**src/rtl/axis_pkt_gen_pkg.sv**
```systemverilog
`default_nettype none
// ============================================================================
// Package  : axis_pkt_gen_pkg
// Purpose  : shared types and constants for the AXIS test-frame generator.
// Revision : 1.0
// ============================================================================
package axis_pkt_gen_pkg;

  typedef enum logic [2:0] {
    ST_IDLE     = 3'd0,
    ST_WAIT_RDY = 3'd1,
    ST_SEND     = 3'd2,
    ST_GAP      = 3'd3,
    ST_DONE     = 3'd4
  } state_e;

  localparam logic [15:0] ETHERTYPE_TEST = 16'h88B5;
  localparam int          HDR_BYTES      = 18;
  localparam int          KEEP_MAX       = 128;

  // Byte-enable mask of the final beat; callers take the low keep_w bits.
  function automatic logic [KEEP_MAX-1:0] last_keep(input int pkt_len, input int keep_w);
    int                  rem;
    logic [KEEP_MAX-1:0] mask;
    rem = pkt_len % keep_w;
    if (rem == 0) rem = keep_w;
    mask = '0;
    for (int b = 0; b < KEEP_MAX; b++) begin
      if (b < rem) mask[b] = 1'b1;
    end
    return mask;
  endfunction

endpackage
`default_nettype wire

```
**src/rtl/axis_pkt_gen_beat.sv**
```systemverilog
`default_nettype none
// ============================================================================
// Module   : axis_pkt_gen_beat
// Purpose  : combinational builder of one frame beat (tdata/tkeep/last flag).
// Revision : 1.0
// ============================================================================
module axis_pkt_gen_beat
  import axis_pkt_gen_pkg::*;
#(
  parameter int          DATA_WIDTH = 64,
  parameter int          PKT_LEN    = 64,
  parameter logic [47:0] DST_MAC    = 48'hFFFF_FFFF_FFFF,
  parameter logic [47:0] SRC_MAC    = 48'h000A_3501_0203
) (
  input  logic [15:0]             beat_idx,
  input  logic [31:0]             seq,
  output logic [DATA_WIDTH-1:0]   tdata,
  output logic [DATA_WIDTH/8-1:0] tkeep,
  output logic                    tlast
);

  localparam int                  KEEP_W        = DATA_WIDTH / 8;
  localparam int                  BEATS         = (PKT_LEN + KEEP_W - 1) / KEEP_W;
  localparam logic [KEEP_MAX-1:0] LAST_KEEP_ALL = last_keep(PKT_LEN, KEEP_W);
  localparam logic [KEEP_W-1:0]   LAST_KEEP     = LAST_KEEP_ALL[KEEP_W-1:0];
  // Wire bytes 0..13, byte 0 in the top octet.
  localparam logic [111:0]        HDR           = {DST_MAC, SRC_MAC, ETHERTYPE_TEST};

  assign tlast = (beat_idx == 16'(BEATS - 1));
  assign tkeep = tlast ? LAST_KEEP : '1;

  for (genvar b = 0; b < KEEP_W; b++) begin : g_lane
    logic [31:0] byte_idx;
    logic [7:0]  byte_val;

    assign byte_idx = 32'(beat_idx) * 32'(KEEP_W) + 32'(b);

    always_comb begin
      byte_val = seq[7:0] + byte_idx[7:0];
      if (byte_idx < 32'd14) begin
        byte_val = 8'(HDR >> {4'd13 - byte_idx[3:0], 3'b000});
      end else if (byte_idx < 32'(HDR_BYTES)) begin
        case (byte_idx[4:0])
          5'd14:   byte_val = seq[31:24];
          5'd15:   byte_val = seq[23:16];
          5'd16:   byte_val = seq[15:8];
          default: byte_val = seq[7:0];
        endcase
      end
      if (byte_idx >= 32'(PKT_LEN)) byte_val = 8'h00;
    end

    assign tdata[8*b +: 8] = byte_val;
  end

endmodule
`default_nettype wire

```
**src/rtl/axis_pkt_gen_tx.sv**
```systemverilog
`default_nettype none
// ============================================================================
// Module   : axis_pkt_gen_tx
// Purpose  : numbered test-frame generator driving the MAC TX AXI-Stream.
//            Error injection (err_every / tx_err_cnt): AXIS_PKT_GEN_ERR_INJECT_EN.
// Revision : 1.0
// ============================================================================
module axis_pkt_gen_tx
  import axis_pkt_gen_pkg::*;
#(
  parameter int          DATA_WIDTH = 64,
  parameter int          PKT_LEN    = 64,
  parameter int          NUM_PKTS   = 16,
  parameter int          IPG_CYCLES = 4,
  parameter logic [47:0] DST_MAC    = 48'hFFFF_FFFF_FFFF,
  parameter logic [47:0] SRC_MAC    = 48'h000A_3501_0203
) (
  input  logic                    clk,
  input  logic                    sys_reset,
  input  logic                    mac_ready,
  input  logic                    start,
  input  logic                    stop,
  output logic [DATA_WIDTH-1:0]   tx_axis_tdata,
  output logic [DATA_WIDTH/8-1:0] tx_axis_tkeep,
  output logic                    tx_axis_tvalid,
  output logic                    tx_axis_tlast,
  output logic                    tx_axis_tuser,
  input  logic                    tx_axis_tready,
  output logic                    busy,
  output logic                    done,
  output logic [31:0]             tx_pkt_cnt,
  output logic [47:0]             tx_byte_cnt
`ifdef AXIS_PKT_GEN_ERR_INJECT_EN
  ,
  input  logic [7:0]              err_every,
  output logic [31:0]             tx_err_cnt
`endif
);

  localparam int KEEP_W = DATA_WIDTH / 8;

  state_e              state_q, state_d;
  logic [15:0]         beat_q, beat_d;
  logic [15:0]         gap_q, gap_d;
  logic                stop_pend_q, stop_pend_d;
  logic [31:0]         pkt_cnt_q, pkt_cnt_d;
  logic [47:0]         byte_cnt_q, byte_cnt_d;
  logic [DATA_WIDTH-1:0] beat_data;
  logic [KEEP_W-1:0]   beat_keep;
  logic                beat_last;
  logic                xfer, last_xfer, stop_any, err_frame, run_end;

  // The sequence number is the completed-frame count, which only moves after tlast.
  axis_pkt_gen_beat #(
    .DATA_WIDTH (DATA_WIDTH),
    .PKT_LEN    (PKT_LEN),
    .DST_MAC    (DST_MAC),
    .SRC_MAC    (SRC_MAC)
  ) u_beat (
    .beat_idx (beat_q),
    .seq      (pkt_cnt_q),
    .tdata    (beat_data),
    .tkeep    (beat_keep),
    .tlast    (beat_last)
  );

  assign tx_axis_tvalid = (state_q == ST_SEND);
  assign tx_axis_tdata  = tx_axis_tvalid ? beat_data : '0;
  assign tx_axis_tkeep  = tx_axis_tvalid ? beat_keep : '0;
  assign tx_axis_tlast  = tx_axis_tvalid & beat_last;
  assign busy           = (state_q != ST_IDLE) && (state_q != ST_DONE);
  assign done           = (state_q == ST_DONE);
  assign tx_pkt_cnt     = pkt_cnt_q;
  assign tx_byte_cnt    = byte_cnt_q;
  assign xfer           = tx_axis_tvalid & tx_axis_tready;
  assign last_xfer      = xfer & beat_last;
  assign stop_any       = stop_pend_q | stop;

`ifdef AXIS_PKT_GEN_ERR_INJECT_EN
  logic [31:0] err_cnt_q, err_cnt_d;
  assign err_frame     = (err_every != 8'd0) &&
                         ((pkt_cnt_q % {24'd0, err_every}) == ({24'd0, err_every} - 32'd1));
  assign tx_axis_tuser = tx_axis_tlast & err_frame;
  assign tx_err_cnt    = err_cnt_q;
`else
  assign err_frame     = 1'b0;
  assign tx_axis_tuser = 1'b0;
`endif

  always_comb begin
    state_d     = state_q;
    beat_d      = beat_q;
    gap_d       = gap_q;
    stop_pend_d = stop_pend_q;
    pkt_cnt_d   = pkt_cnt_q;
    byte_cnt_d  = byte_cnt_q;
`ifdef AXIS_PKT_GEN_ERR_INJECT_EN
    err_cnt_d   = err_cnt_q;
    if (last_xfer && err_frame) err_cnt_d = err_cnt_q + 32'd1;
`endif
    if (busy && stop) stop_pend_d = 1'b1;
    if (last_xfer) begin
      pkt_cnt_d  = pkt_cnt_q + 32'd1;
      byte_cnt_d = byte_cnt_q + 48'(PKT_LEN);
    end
    run_end = stop_any || ((NUM_PKTS != 0) && (pkt_cnt_d == 32'(NUM_PKTS)));

    case (state_q)
      ST_IDLE, ST_DONE: begin
        if (start) begin
          state_d     = ST_WAIT_RDY;
          beat_d      = '0;
          gap_d       = '0;
          stop_pend_d = 1'b0;
          pkt_cnt_d   = '0;
          byte_cnt_d  = '0;
`ifdef AXIS_PKT_GEN_ERR_INJECT_EN
          err_cnt_d   = '0;
`endif
        end
      end
      ST_WAIT_RDY: begin
        if (stop_any)       state_d = ST_DONE;
        else if (mac_ready) state_d = ST_SEND;
      end
      ST_SEND: begin
        if (xfer) begin
          if (beat_last) begin
            beat_d = '0;
            gap_d  = '0;
            if (IPG_CYCLES != 0) state_d = ST_GAP;
            else if (run_end)    state_d = ST_DONE;
            else if (!mac_ready) state_d = ST_WAIT_RDY;
          end else begin
            beat_d = beat_q + 16'd1;
          end
        end
      end
      ST_GAP: begin
        // Skipping WAIT_RDY when the MAC is ready keeps the gap at exactly IPG_CYCLES.
        if (gap_q == 16'(IPG_CYCLES - 1)) begin
          if (run_end)        state_d = ST_DONE;
          else if (mac_ready) state_d = ST_SEND;
          else                state_d = ST_WAIT_RDY;
        end else begin
          gap_d = gap_q + 16'd1;
        end
      end
      default: state_d = ST_IDLE;
    endcase
  end

  always_ff @(posedge clk) begin
    if (sys_reset) begin
      state_q     <= ST_IDLE;
      beat_q      <= '0;
      gap_q       <= '0;
      stop_pend_q <= 1'b0;
      pkt_cnt_q   <= '0;
      byte_cnt_q  <= '0;
`ifdef AXIS_PKT_GEN_ERR_INJECT_EN
      err_cnt_q   <= '0;
`endif
    end else begin
      state_q     <= state_d;
      beat_q      <= beat_d;
      gap_q       <= gap_d;
      stop_pend_q <= stop_pend_d;
      pkt_cnt_q   <= pkt_cnt_d;
      byte_cnt_q  <= byte_cnt_d;
`ifdef AXIS_PKT_GEN_ERR_INJECT_EN
      err_cnt_q   <= err_cnt_d;
`endif
    end
  end

endmodule
`default_nettype wire

```
**config.mk**
```make
export PLATFORM = sky130hd
export DESIGN_NAME = axis_pkt_gen_tx
export DESIGN_NICKNAME = d
export VERILOG_FILES = /design/src/rtl/axis_pkt_gen_pkg.sv /design/src/rtl/axis_pkt_gen_beat.sv /design/src/rtl/axis_pkt_gen_tx.sv
export SDC_FILE = /design/constraint.sdc
export NUM_CORES = 1
export LEC_CHECK = 0
export BUFFER_PORTS_ARGS = -buffer_cell sky130_fd_sc_hd__buf_4
export CORE_ASPECT_RATIO = 0.7
export CORE_MARGIN = 3
export CORE_UTILIZATION = 50
export DETAILED_ROUTE_END_ITERATION = 7
export PLACE_DENSITY = 0.84
export SLEW_MARGIN = 20
export SYNTH_ARGS = -nofsm -noshare
export SYNTH_HDL_FRONTEND = slang
export SYNTH_SLANG_ARGS = --single-unit
```
**constraint.sdc**
```tcl
create_clock -name clk -period 8.8 [get_ports clk]
set_clock_uncertainty 0.2 [all_clocks]
set_input_delay 0.88 -clock clk [delete_from_list [all_inputs] [get_ports clk]]
set_output_delay 0.88 -clock clk [all_outputs]
set_load 0.02 [all_outputs]
```
==> impl_metrics.ini <==
[clocking]
cts.htree.levels = 3
cts_tree = done
cts.clk_slew.worst_paths_ns = 0.07
cts_buffers = 9
cts_max_path_buffers = 2
cts_setup_buffers = 0
cts_hold_buf = 0
root_buffer = clkbuf_16
clock-sinks = 110
clk_latency_ns = 0.36
ctsResizeCount = 0

[critical_path]
reg2reg_depth = 9
r2r-start = tx_pkt_cnt[0]$_SDFF_PP0_
startpoint = tx_pkt_cnt[2]$_SDFF_PP0_
start_kind = flop
r2r_setup_slack_ns = 4.30
cp_max_fo = 15
endpoint = tx_axis_tdata[54]
crit_required_ns = 7.72
critPathArrivalTime_ns = 3.45
endpoint_kind = primary output
r2r-end = state_q[1]$_SDFFE_PP0P_
crit_type = reg -> out

[sta]
whs_ns = 0.2868
final-hold-violation-count = 0
min_period_ns = 4.529
slew_viol_final = 0
tns_ns = 0
worstMarginPinSlew_ns = 0.9227
period_share_pct = 51.46
fmax_mhz = 220.8
rsz0062_at_grt = no
setup_viol = 0
max_slew_margin_pct = 38.28

[place]
hpwl_mm = 16.45
gp_congestion = 1.039
port_buffers = 155

[cells_and_area]
multi_input_area_um2 = 4965
antenna_cells = 0
syn2layout_area_growth_pct = 18.85
regArea_um2 = 2202
final_util_pct = 61.20
final.fill_count = 1331
nets = 1124
layout-drive-gt1-share_pct = 18.59

[yosys]
synth.avg_cell_area_um2 = 7.628
synth_top_area_share_pct = 28.96
seq_area_frac_synth_pct = 28.96
ys_async_sr_fraction_pct = 0
synth_most_common_cell = nor2_1
synthTopCellsByArea = dfxtp_1 29%, xnor2_1 7.6%, xor2_1 7.4%
ys_seq_elements = 110
synth_top_area_cell = dfxtp_1
syn_area_um2 = 7605
synth_common_cells = 137 x nor2_1, 110 x dfxtp_1, 86 x a21oi_1
synthFlopType = dfxtp_1
synth-edff-count = 0
synth_cell_type_count = 67
yosysWarnings = 0
syn_inst = 997

[power]
ir_drop_uv = 99.32
switching_share_pct = 35.79
power_frac_seq_pct = 36.4
p_per_area_nw_per_um2 = 159.7
p_clk_share_pct = 31.2
p_leak_nw = 3.548
power.switching_uw = 516.6
combPwrFrac_pct = 32.4
internal_power_uw = 926.9

[min_path]
worstHoldStart = tx_byte_cnt[18]$_SDFF_PP0_
hold_class = reg -> reg

[outcome]
status = finished, final reports clean

[route]
drc = 0
first_pass_iters = 7
avgRoutedWirePerCell_um = 17.35
wl_mm = 22.52
drtAntennaViolNets = 0
vias_per_cell = 5.851
drt_iter0_markers = 668
num_vias = 7594

[floorplanning]
die_w_um = 153.4
rows = 37
die-area_um2 = 16750
ios = 163
die_h_um = 109.2
start_util_pct = 51.50
coreArea_um2 = 14770

[global_route]
grt_max_degree = 75
grt-ovfl-total = 0
grt_usage_pct = 25.78
first_global_vias = 6738
grt_pass1_wl_mm = 35.64
antenna_found_initial = 0

[flow_run]
cap_violations = 0
## logic make-up after synthesis
family	after synthesis	synth area share, %
AO/OA/AOI/OAI	188	14.43
XOR/XNOR	130	14.97
adder cells (fa/ha/maj)	20	3.488
buffers and inverters	103	6.137
flip-flops	110	28.96
multiplexers	16	2.139
other	1	0.04931
AND/OR/NAND/NOR	429	29.83
## cell type report
| cell class | instances | share of cell area [%] |
|---|---|---|
| clock inverters | 7 | 1.149 |
| multi-input cells | 790 | 54.93 |
| flip-flops and latches | 110 | 24.36 |
| inverters | 28 | 1.163 |
| well taps | 195 | 2.699 |
| repair buffers | 159 | 13.21 |
| clock buffers | 9 | 2.492 |
## critical path: stages (launching register included)
cell      delay (ns)
dfxtp_1         0.78
inv_1           0.41
fa_1            0.62
nor2b_1         0.15
o21ai_0         0.08
nand2b_1        0.22
a21oi_1         0.08
xor2_1          0.17
a211oi_1        0.36
buf_4           0.21
## power by group through the flow
stage	clock [mW]	sequential, mW	combinational [mW]
3_3_place_gp	0	0.536	0.462
3_5_place_dp	0	0.536	0.465
6_report	0.450	0.526	0.468
4_1_cts	0.456	0.525	0.466
5_1_grt	0.476	0.528	0.506
2_1_floorplan	0	0.532	0.317
## how the worst min path moves through the flow
stage | slack, ns | endpoint | cells past startpoint
after CTS | 0.29 | tx_byte_cnt[18]$_SDFF_PP0_ | 2
after global routing | 0.31 | tx_byte_cnt[18]$_SDFF_PP0_ | 2
after global placement | 0.27 | tx_byte_cnt[18]$_SDFF_PP0_ | 2
after detailed placement | 0.28 | tx_byte_cnt[18]$_SDFF_PP0_ | 2
after floorplan | 0.27 | stop_pend_q$_SDFF_PP0_ | 2
final | 0.29 | tx_byte_cnt[18]$_SDFF_PP0_ | 2
## sequential cells by signal, indices dropped and copies added, names as in the netlist
register     cells
tx_byte_cnt     42
tx_pkt_cnt      32
beat_q          16
gap_q           16
state_q          3
stop_pend_q      1
## metrics by stage
stage | instances | power [mW] | setup slack, ns | area [um2]
3_3_place_gp | 1282 | 0.9978 | 4.662 | 8707
2_1_floorplan | 1003 | 0.8486 | 4.991 | 7627
5_1_grt | 1298 | 1.509 | 4.083 | 9039
6_report | 1298 | 1.443 | 4.271 | 9039
4_1_cts | 1298 | 1.446 | 4.363 | 9036
3_5_place_dp | 1282 | 1.001 | 4.464 | 8707
## layout by cell type (no fill, tap or decap), types with 3 or more instances in the layout
master	count
inv_1	28
a21oi_1	86
o21ai_1	3
xor2_1	64
o211ai_1	3
dfxtp_1	110
mux2i_1	14
a41oi_1	3
nor4b_1	3
a21o_1	6
nor2_1	137
conb_1	7
nand4b_1	3
or3_1	16
nor4_2	6
nand2_1	73
or2_2	6
nand2b_1	7
nor3_1	26
ha_1	18
and3_1	21
and4_1	7
o21ai_0	44
nor2b_1	9
or4_1	5
nand4_1	34
and2_1	7
a31oi_1	5
a211oi_1	24
clkbuf_16	9
nand3_1	37
xnor2_1	66
buf_4	159
nor4_1	10
## routing by layer
layer,share of wire [%],track usage [%],wire [um]
met1,46,37.64,10270
met4,1.2,6.427,264
met2,43,37.85,9704
met3,10,6.862,2281
met5,0,0,0
(Power assumes the default switching activity.)
